## src/rtl/timed_event_dispatcher.sv

```systemverilog
// Timestamped event queue: a small FIFO feeding a head register that fires
// its payload when the rtio counter matches, or drops it when already late.
module timed_event_dispatcher #(
    parameter int DATA_WIDTH = 64,
    parameter int FIFO_DEPTH = 4,
    parameter int FIFO_ADDR  = 2
) (
    input  logic                  clk,
    input  logic                  reset,
    input  logic [63:0]           counter,
    input  logic                  auto_start,
    input  logic                  event_valid,
    output logic                  event_ready,
    input  logic [63:0]           event_time,
    input  logic [DATA_WIDTH-1:0] event_data,
    output logic                  out_valid,
    output logic [DATA_WIDTH-1:0] out_data,
    output logic                  underflow,
    output logic [15:0]           dropped_count,
    input  logic                  clear_flags,
    output logic                  queue_empty
);

    localparam logic [FIFO_ADDR:0] PTR_ONE = 1;

    logic [63:0]           mem_time [FIFO_DEPTH];
    logic [DATA_WIDTH-1:0] mem_data [FIFO_DEPTH];
    logic [FIFO_ADDR:0]    wr_ptr;
    logic [FIFO_ADDR:0]    rd_ptr;

    logic                  head_valid;
    logic [63:0]           head_time;
    logic [DATA_WIDTH-1:0] head_data;

    logic fifo_full;
    logic fifo_empty;
    logic push;
    logic pop;
    logic cmp_en;
    logic fire;
    logic drop;

    // Extra pointer bit distinguishes full from empty when the indices match.
    assign fifo_empty = (wr_ptr == rd_ptr);
    assign fifo_full  = (wr_ptr[FIFO_ADDR] != rd_ptr[FIFO_ADDR]) &&
                        (wr_ptr[FIFO_ADDR-1:0] == rd_ptr[FIFO_ADDR-1:0]);

    assign event_ready = !fifo_full;
    assign push        = event_valid && !fifo_full;

    assign cmp_en = head_valid && auto_start;
    assign fire   = cmp_en && (counter == head_time);
    assign drop   = cmp_en && (counter > head_time);
    assign pop    = !fifo_empty && (!head_valid || fire || drop);

    assign queue_empty = fifo_empty && !head_valid;

    always_ff @(posedge clk) begin
        if (push) begin
            mem_time[wr_ptr[FIFO_ADDR-1:0]] <= event_time;
            mem_data[wr_ptr[FIFO_ADDR-1:0]] <= event_data;
        end
    end

    always_ff @(posedge clk) begin
        if (reset) begin
            wr_ptr        <= '0;
            rd_ptr        <= '0;
            head_valid    <= 1'b0;
            head_time     <= '0;
            head_data     <= '0;
            out_valid     <= 1'b0;
            out_data      <= '0;
            underflow     <= 1'b0;
            dropped_count <= '0;
        end else begin
            if (push) begin
                wr_ptr <= wr_ptr + PTR_ONE;
            end

            if (pop) begin
                rd_ptr     <= rd_ptr + PTR_ONE;
                head_valid <= 1'b1;
                head_time  <= mem_time[rd_ptr[FIFO_ADDR-1:0]];
                head_data  <= mem_data[rd_ptr[FIFO_ADDR-1:0]];
            end else if (fire || drop) begin
                head_valid <= 1'b0;
            end

            out_valid <= fire;
            if (fire) begin
                out_data <= head_data;
            end

            // A drop coinciding with a clear survives as the first new drop.
            if (clear_flags) begin
                underflow     <= drop;
                dropped_count <= {15'd0, drop};
            end else if (drop) begin
                underflow <= 1'b1;
                if (dropped_count != 16'hFFFF) begin
                    dropped_count <= dropped_count + 16'd1;
                end
            end
        end
    end

endmodule

```

## config.mk

```make
export PLATFORM = sky130hd
export DESIGN_NAME = timed_event_dispatcher
export DESIGN_NICKNAME = d
export VERILOG_FILES = /design/src/rtl/timed_event_dispatcher.sv
export SDC_FILE = /design/constraint.sdc
export NUM_CORES = 1
export LEC_CHECK = 0
export ABC_AREA = 1
export BUFFER_PORTS_ARGS = -buffer_cell sky130_fd_sc_hd__buf_4
export CORE_UTILIZATION = 64
export DETAILED_ROUTE_END_ITERATION = 16
export GPL_TIMING_DRIVEN = 0
export PLACE_DENSITY_LB_ADDON = 0.1
export SYNTH_ARGS = -nofsm -noshare
export SYNTH_HDL_FRONTEND = slang
export SYNTH_SLANG_ARGS = --single-unit
```

## constraint.sdc

```tcl
create_clock -name clk -period 18.73 [get_ports clk]
set_clock_uncertainty 0.1 [all_clocks]
set_input_delay 0.9365 -clock clk [delete_from_list [all_inputs] [get_ports clk]]
set_output_delay 0.9365 -clock clk [all_outputs]
set_load 0.02 [all_outputs]
```

# Word level (Yosys, flattened, before mapping)
# Memories as Yosys holds them, arrays and structs flattened. A register that Yosys moved wholly into a read port is not among the register bits.
# Cells that the tools add are included.
# classes
n_reduce_logical	19
mux	9
addsub	3
n_eq_ne	5
order_cmp	1
# op_table
operator	count
64-bit == test	1
64-bit greater-than comparator	1
16-bit by 1-bit adder with 16-bit output, second input constant	1
16-bit != test, second input constant	1
1-bit 2-to-1 mux	9
1-bit logical AND	7
3-bit by 1-bit adder with 3-bit output, second input constant	2
2-bit nonzero test	3
2-bit AND reduction	2
3-bit == test	1
1-bit logical NOT	3
1-bit logical OR	3
2-bit == test	1
2-bit OR reduction	1
1-bit != test	1
# word_totals
mem_count	2
word_cells	47
mem_bits_rw	512
ff_bits	89
output_inout_bits	84
inputBits	197
# memory_table
memory	words	width	read_ports	rd_clocked_by_memory_dff	wr	line_no	source
mem_data	4	64	1	1	1	27	logic [DATA_WIDTH-1:0] mem_data [FIFO_DEPTH];
mem_time	4	64	1	1	1	26	logic [63:0] mem_time [FIFO_DEPTH];

# Depth between registers and ports, before layout
# Gate-level depths: netlist (run 1).
# logic_depth
ltp_word	6
mapped_depth	21
mapped_depth_nobuf	19

# Worst setup path before layout (run 1)
# No wires, ideal clock.
# synth_timing
path_kind	in2reg
from	input event_valid
to	memory mem_data[3][0], enable pin
t_required_ns	18.010
slack_ns	11.534
t_arrival_ns	6.476
setup_time_ns	0.620
n_path_buf	0
stages	2
cell_sequence	nand2_1 > nor2_1
# synth_via
elab_chain_cells	3
# synth_lines
element	line_no	source
start: declaration	12	input logic event_valid,
1-bit logical AND	49	assign push = event_valid && !fifo_full;
1-bit 2-to-1 mux	59	if (push) begin
1-bit 2-to-1 mux (not written as such)	61	mem_data[wr_ptr[FIFO_ADDR-1:0]] <= event_data;
end: declaration	27	
# Every way passes these cells.

# Worst setup path in the final report (run 1)
# layout_timing
from	register rd_ptr[0]
to	output queue_empty
# layout_via
elab_chain_cells	2
# layout_lines
element	line_no	source
start: declaration	29	logic [FIFO_ADDR:0] rd_ptr;
start signal: assignment	82	rd_ptr <= rd_ptr + PTR_ONE;
3-bit == test	44	assign fifo_empty = (wr_ptr == rd_ptr);
1-bit logical AND	56	assign queue_empty = fifo_empty && !head_valid;
end: declaration	21	output logic queue_empty
# Every way passes these cells.

==> reports/qor.yml, run 1 <==
cts:
  post-cts-setup-buffer-count: 0
  path_clk_slew_ns: 0.06
  cts_tree: "yes"
  htreeDepth: 3
  numCtsBuffers: 71
  clock-sinks: 729
  clockBufferDepth: 3
  cts_resized: 0
  insertion_delay_ns: 0.61
  cts-hold-fix-buffers: 0
  ctsRootBufferMaster: "clkbuf_16"
setup_path:
  critPathCaptureType: "primary output"
  worstSetupPathType: "reg2out"
  cp_max_fo: 7
  crit_arrival_ns: 2.37
  slowest_stage: "dfxtp_1"
  timing.rr.start: "head_time[31]"
  reg2reg_to: "head_data[55]"
  r2r_cells: 15
  cp_cell_sequence: "inv_2, nand2_1, nand4_1, or2_2, nor2_1, buf_4"
  start_kind: "register"
  timing.critical_path.required_ns: 17.69
  cpPeakStageDelay_ns: 0.59
  reg2reg_slack_ns: 15.53
sta:
  hold_violations: 0
  clock.fmax_mhz: 293
  setup_tns_ns: 0
  period_minus_slack_ns: 3.41
  slew-limit-headroom_pct: 31.6
  min_period_over_period_pct: 18.2
  setup_viol: 0
  drv_slew: 0
  worstMarginPinSlew_ns: 1.03
  rsz0062_at_grt: "no"
yosys:
  synth-seq-cells: 729
  synth_seq_area_share_pct: 66.7
  synth_top_area_share_pct: 52.0
  yosysUniqueCellTypes: 37
  syn_area_um2: 29500
  postSynthAreaPerCell_um2: 10.6
  yosys.area.top_type: "edfxtp_1"
  synth_edf_count: 512
  async_reset_ff_share_pct: 0
  syn-num-nets: 3045
  ys.flop_type: "edfxtp_1"
  yosys-top-cells-area: "edfxtp_1 (52%), dfxtp_1 (15%), nor2_1 (7.9%)"
  synth_cells: 2778
  ys_warn_count: 0
hold_path:
  holdPathEnd: "out_data[41]"
  whs_path_depth: 2
  hold_start: "out_data[41]"
  worst_hold_path_type: "reg2reg"
grt:
  gr-total-overflow: 0
  grt_pass1_vias: 21100
  grtUsageTotal_pct: 31.6
  grt_antenna_before_repair: 14
  grt_max_degree: 30
  grt_pass1_wl_mm: 113
power:
  pwr-share-comb_pct: 31.2
  p_seq_share_pct: 39.9
  total_power_uw: 4920
  p_clk_share_pct: 28.9
  p_leak_uw: 0.0138
  vdd_drop_max_uv: 91.8
  power.density_nw_per_um2: 140
  internal-power_uw: 3230
  swShare_pct: 34.3
  switchingPower_uw: 1690
placement:
  io_buffers: 279
  place_congestion: 0.883
  dp_hpwl_mm: 49.3
detailed_routing:
  wl_per_cell_um: 19.4
  via_count: 21500
  drtAntennaViolNets: 0
  wl_mm: 74.3
  first_pass_iters: 5
  route.detailed.drc: 0
  drt_iter0_markers: 2001
  vias_per_cell: 5.63
layout:
  areaGrowthSynthToFinish_pct: 19.0
  fill_cells: 2956
  layout.nets: 3416
  drive_gt1_share_pct: 16.3
die:
  rows: 78
  io_pins: 281
  design.die.area_um2: 47000
  fp.dieW_um: 217
  design.core.area_um2: 45500
  initial_core_util_pct: 65.0
  die_y_um: 217
status:
  status: "finished, final reports clean"
run:
  cap_violations: 0
==> power groups by stage <==
stage / combinational (uW) / sequential [uW] / clock (uW)
after detailed placement: 1500 / 2000 / 0
after floorplan: 1030 / 2000 / 0
final: 1530 / 1970 / 1420
after CTS: 1520 / 1960 / 1430
after global placement: 1430 / 2020 / 0
after global routing: 1710 / 1980 / 1490
==> layout by cell type, fill, tap and decap left out, types with 4 or more instances in the layout <==
cell type,n
ha_1,70
xor2_1,8
nor2_1,620
o22ai_1,129
buf_1,5
diode_2,13
nand3_1,27
a21oi_1,41
clkinv_2,6
inv_1,241
nand2_2,66
buf_12,24
clkbuf_8,6
edfxtp_1,512
nor2_4,4
buf_4,282
clkbuf_16,75
xnor2_1,6
clkbuf_1,128
nand4_1,6
clkinv_1,10
o21ai_0,263
dfxtp_1,217
a211oi_1,64
buf_2,27
nor2_2,6
bufinv_16,5
nand2_1,324
buf_6,5
==> sequential cells by signal (all words and copies together), names as in the netlist <==
register / cells
head_data: 64
dropped_count: 16
rd_ptr: 3
head_valid: 1
underflow: 1
mem_data: 256
wr_ptr: 3
head_time: 64
mem_time: 256
out_valid: 1
out_data: 64
==> critical path, delay by kind of cell, from the launching register on <==
| family | cells | cell delay [ns] |
|---|---|---|
| buffers and inverters | 2 | 0.37 |
| flip-flops | 1 | 0.59 |
| AND/OR/NAND/NOR | 4 | 0.80 |
==> area by class of cell <==
cell class | count | area [um^2] | share of cell area (%)
plain buffers | 152 | 762 | 2.17
multi-input cells | 1654 | 8180 | 23.3
repair buffers | 298 | 2480 | 7.06
clock inverters | 28 | 277 | 0.786
well taps | 600 | 751 | 2.13
diodes | 13 | 32.5 | 0.0925
inverters | 243 | 912 | 2.59
clock buffers | 104 | 2050 | 5.82
flip-flops and latches | 729 | 19700 | 56.1
==> metal layers <==
metal	up-vias	wire (um)	GRT usage (%)	share of wire (%)
li1	10100	-	-	-
met1	10200	29600	41.2	40
met4	6	3090	15.2	4.2
met3	162	6230	6.02	8.4
met5	-	39	0	0.052
met2	1007	35300	51.3	48
==> logic make-up (layout without fill, tap and decap cells) <==
group | after synthesis | after routing | synth area share [%]
buffers and inverters | 395 | 825 | 5.67
XOR/XNOR | 14 | 14 | 0.415
AND/OR/NAND/NOR | 1062 | 1062 | 14.4
other | 0 | 13 | 0
flip-flops | 729 | 729 | 66.7
AO/OA/AOI/OAI | 508 | 508 | 9.83
adder cells (fa/ha/maj) | 70 | 70 | 2.96
==> cells in the mapped netlist (27+ instances only) <==
master and instances:
nor2_1 624, nand2_2 66, nand3_1 27, clkbuf_1 105, o22ai_1 129, a211oi_1 64
a21oi_1 41, edfxtp_1 512, o21ai_0 263, nand2_1 324, buf_2 27, ha_1 70
dfxtp_1 217, inv_1 241
==> worst max path at each step <==
stage | cells past startpoint | endpoint | startpoint
2_1_floorplan | 2 | mem_data[3][0] | event_valid
3_3_place_gp | 3 | mem_data[3][18] | event_valid
3_5_place_dp | 13 | out_data[0] | counter[31]
4_1_cts | 6 | queue_empty | rd_ptr[0]
5_1_grt | 6 | queue_empty | rd_ptr[0]
6_report | 6 | queue_empty | rd_ptr[0]
==> through the flow <==
step | util, % | cell area, um^2 | worst slack (ns) | cells | hold slack (ns)
floorplan | - | 29500 | 11.53 | 2778 | 0.371
global placement | 71.2 | 32400 | 7.04 | 3657 | 0.344
detailed placement | 72.1 | 32800 | 14.88 | 3676 | 0.347
CTS | 77.3 | 35100 | 15.39 | 3808 | 0.360
global route | 77.3 | 35200 | 15.26 | 3820 | 0.376
finish | 77.3 | 35200 | 15.32 | 3821 | 0.358
No activity file was read; power rests on OpenSTA's default activity.
==> inputs of run 2 (changes only) <==
--- a/config.mk
+++ b/config.mk
@@ -7,7 +7,7 @@
 export LEC_CHECK = 0
 export ABC_AREA = 1
 export BUFFER_PORTS_ARGS = -buffer_cell sky130_fd_sc_hd__buf_4
-export CORE_UTILIZATION = 64
+export CORE_UTILIZATION = 53
 export DETAILED_ROUTE_END_ITERATION = 16
 export GPL_TIMING_DRIVEN = 0
 export PLACE_DENSITY_LB_ADDON = 0.1
==> constraint.sdc (replaced) <==
create_clock -name clk -period 3.01 [get_ports clk]
set_clock_uncertainty 0.1 [all_clocks]
set_input_delay 0.1505 -clock clk [delete_from_list [all_inputs] [get_ports clk]]
set_output_delay 0.1505 -clock clk [all_outputs]
set_load 0.02 [all_outputs]
==> reports/qor.yml, run 2 (synthesized netlist as in run 1, its figures left out) <==
status:
  status: "finished, final reports clean"  # unchanged
cts:
  clock-sinks: 729  # unchanged
  htreeDepth: 3  # unchanged
  clockBufferDepth: 3  # unchanged
  path_clk_slew_ns: 0.06  # about the same
  insertion_delay_ns: 0.61  # about the same
  cts_tree: "yes"  # unchanged
  ctsRootBufferMaster: "clkbuf_16"  # unchanged
  numCtsBuffers: 76  # was 71
setup_path:
  slowest_stage: "nor2_4"  # was dfxtp_1
  cp_max_fo: 25  # was 7
  r2r_cells: 9  # was 15
  cp_cell_sequence: "inv_4, nand2_1, nand4_1, nand2b_4, nand2_8, nor2_4, buf_12, buf_12, buf_16"  # was inv_2, nand2_1, nand4_1, or2_2, nor2_1, buf_4
  crit_path_start: "rd_ptr[0]"  # unchanged
  cp-endpoint: "mem_time[0][57]"  # was queue_empty
  critPathCaptureType: "register"  # was primary output
  reg2reg_to: "mem_time[0][57]"  # was head_data[55]
  cpPeakStageDelay_ns: 0.76  # was 0.59 ns
  crit_path_frequent_cell: "buf_12"
  reg2reg_slack_ns: 0.11  # was 15.53 ns
  timing.critical_path.required_ns: 3.22  # was 17.69 ns
  worstSetupPathType: "reg2reg"  # was reg2out
  crit_arrival_ns: 3.11  # was 2.37 ns
  timing.rr.start: "rd_ptr[0]"  # was head_time[31]
  start_kind: "register"  # unchanged
placement:
  io_buffers: 279  # unchanged
  dp_hpwl_mm: 51.3  # was 49.3 mm
  post-place-ws_ns: -0.355  # was 14.88 ns
  place_congestion: 0.888  # was 0.883
die:
  design.die.area_um2: 56700  # was 47000 um^2
  initial_core_util_pct: 53.6  # was 65.0%
  design.core.area_um2: 55100  # was 45500 um^2
  fp.dieW_um: 238  # was 217 um
  die_y_um: 238  # was 217 um
  rows: 86  # was 78
  io_pins: 281  # unchanged
hold_path:
  hold_start: "event_time[56]"  # was out_data[41]
  worst_hold_path_type: "in2reg"  # was reg2reg
grt:
  grt_pass1_vias: 21400  # was 21100
  grt_max_degree: 28  # was 30
  grt_pass1_wl_mm: 119  # was 113 mm
  grt_antenna_before_repair: 16  # was 14
  gr-total-overflow: 0  # unchanged
  grtUsageTotal_pct: 27.5  # was 31.6%
sta:
  worstMarginPinSlew_ns: 1.16  # was 1.03 ns
  slew-limit-headroom_pct: 22.6  # was 31.6%
  rsz0062_at_grt: "yes"  # was no
  hold_violations: 0  # unchanged
  drv_slew: 0  # unchanged
  fin_ws_ns: 0.110  # was 15.32 ns
  setup_viol: 0  # unchanged
  whs_ns: 0.176  # was 0.358 ns
  clock.fmax_mhz: 345
  setup_tns_ns: 0  # unchanged
  period_minus_slack_ns: 2.90
  min_period_over_period_pct: 96.3
detailed_routing:
  vias_per_cell: 5.27  # was 5.63
  drtAntennaViolNets: 0  # unchanged
  route.detailed.drc: 0  # unchanged
  via_count: 21700  # was 21500
  wl_per_cell_um: 18.9  # was 19.4 um
  first_pass_iters: 5  # unchanged
  wl_mm: 77.6  # was 74.3 mm
  drt_iter0_markers: 1799  # was 2001
power:
  p_leak_uw: 0.0145  # was 0.0138 uW
  power.density_nw_per_um2: 851  # was 140 nW/um^2
  vdd_drop_max_uv: 654  # was 91.8 uV
  total_power_uw: 31500  # was 4920 uW
layout:
  areaGrowthSynthToFinish_pct: 25.5  # was 19.0%
  ff_latch_area_um2: 19700  # about the same
  layout_commonest_cell: "nor2_1"  # unchanged
  layout.nets: 3555  # was 3416
  drive_gt1_share_pct: 16.9  # was 16.3%
  final_cell_mix: "nor2_1 (615), edfxtp_1 (512), nand2_1 (323)"  # was nor2_1 (620), edfxtp_1 (512), nand2_1 (324)
  fill_cells: 4277  # was 2956
  multi_input_area_um2: 8250  # was 8180 um^2
run:
  cap_violations: 0  # unchanged
run 2: area by class of cell:
cell class / count / share of cell area [%]
clock inverter: 31 / 0.773
inverter: 243 / 2.47
tap: 748 / 2.52
buffer: 152 / 2.20
sequential: 729 / 53.2
antenna: 13 / 0.0878
clock buffer: 110 / 5.99
timing repair buffer: 432 / 10.5
multi-input combinational: 1654 / 22.3
run 2: worst min-delay path by stage:
stage                            endpoint  slack, ns  cells past startpoint
after global routing      mem_data[2][14]       0.16                      2
final                     mem_time[3][56]       0.18                      2
after global placement    mem_time[2][55]       0.25                      1
after floorplan            mem_data[0][0]       0.15                      0
after detailed placement  mem_data[2][14]       0.25                      1
after CTS                 mem_data[1][14]       0.15                      2
run 2: metal layers:
metal	track usage, %	part of all wire (%)
met1	37.6	43
met2	44.6	47
met3	4.95	7.1
met4	9.03	2.3
met5	0	0.089
run 2: metrics by stage:
step / instances / cell area [um^2] / utilization (%)
6_report: 4112 / 37100 / 67.3
3_3_place_gp: 3805 / 32600 / 59.2
4_1_cts: 4098 / 36900 / 67.0
3_5_place_dp: 3826 / 33100 / 60.1
2_1_floorplan: 2778 / 29600 / -
5_1_grt: 4107 / 37100 / 67.3
run 2: power by group:
group	internal (uW)	total, uW	switching (uW)
combinational	3380	9940	6560
sequential	11900	12200	382
clock	5500	9360	3860
total	20700	31500	10800
run 2: repair_timing:
action	in CTS	in global routing
endpoints found under the setup margin	184	189
gates resized for setup	7	37
hold endpoints to repair	522	0
hold buffers	131	0
buffers inserted	0	1
pin swaps	0	3
run 2: worst max-delay path, delay by kind of cell, from the launching register on:
| family | cells | cell delay [ns] |
|---|---|---|
| DFF | 1 | 0.40 |
| and+or+nand+nor | 5 | 1.19 |
| buffers and inverters | 4 | 0.86 |
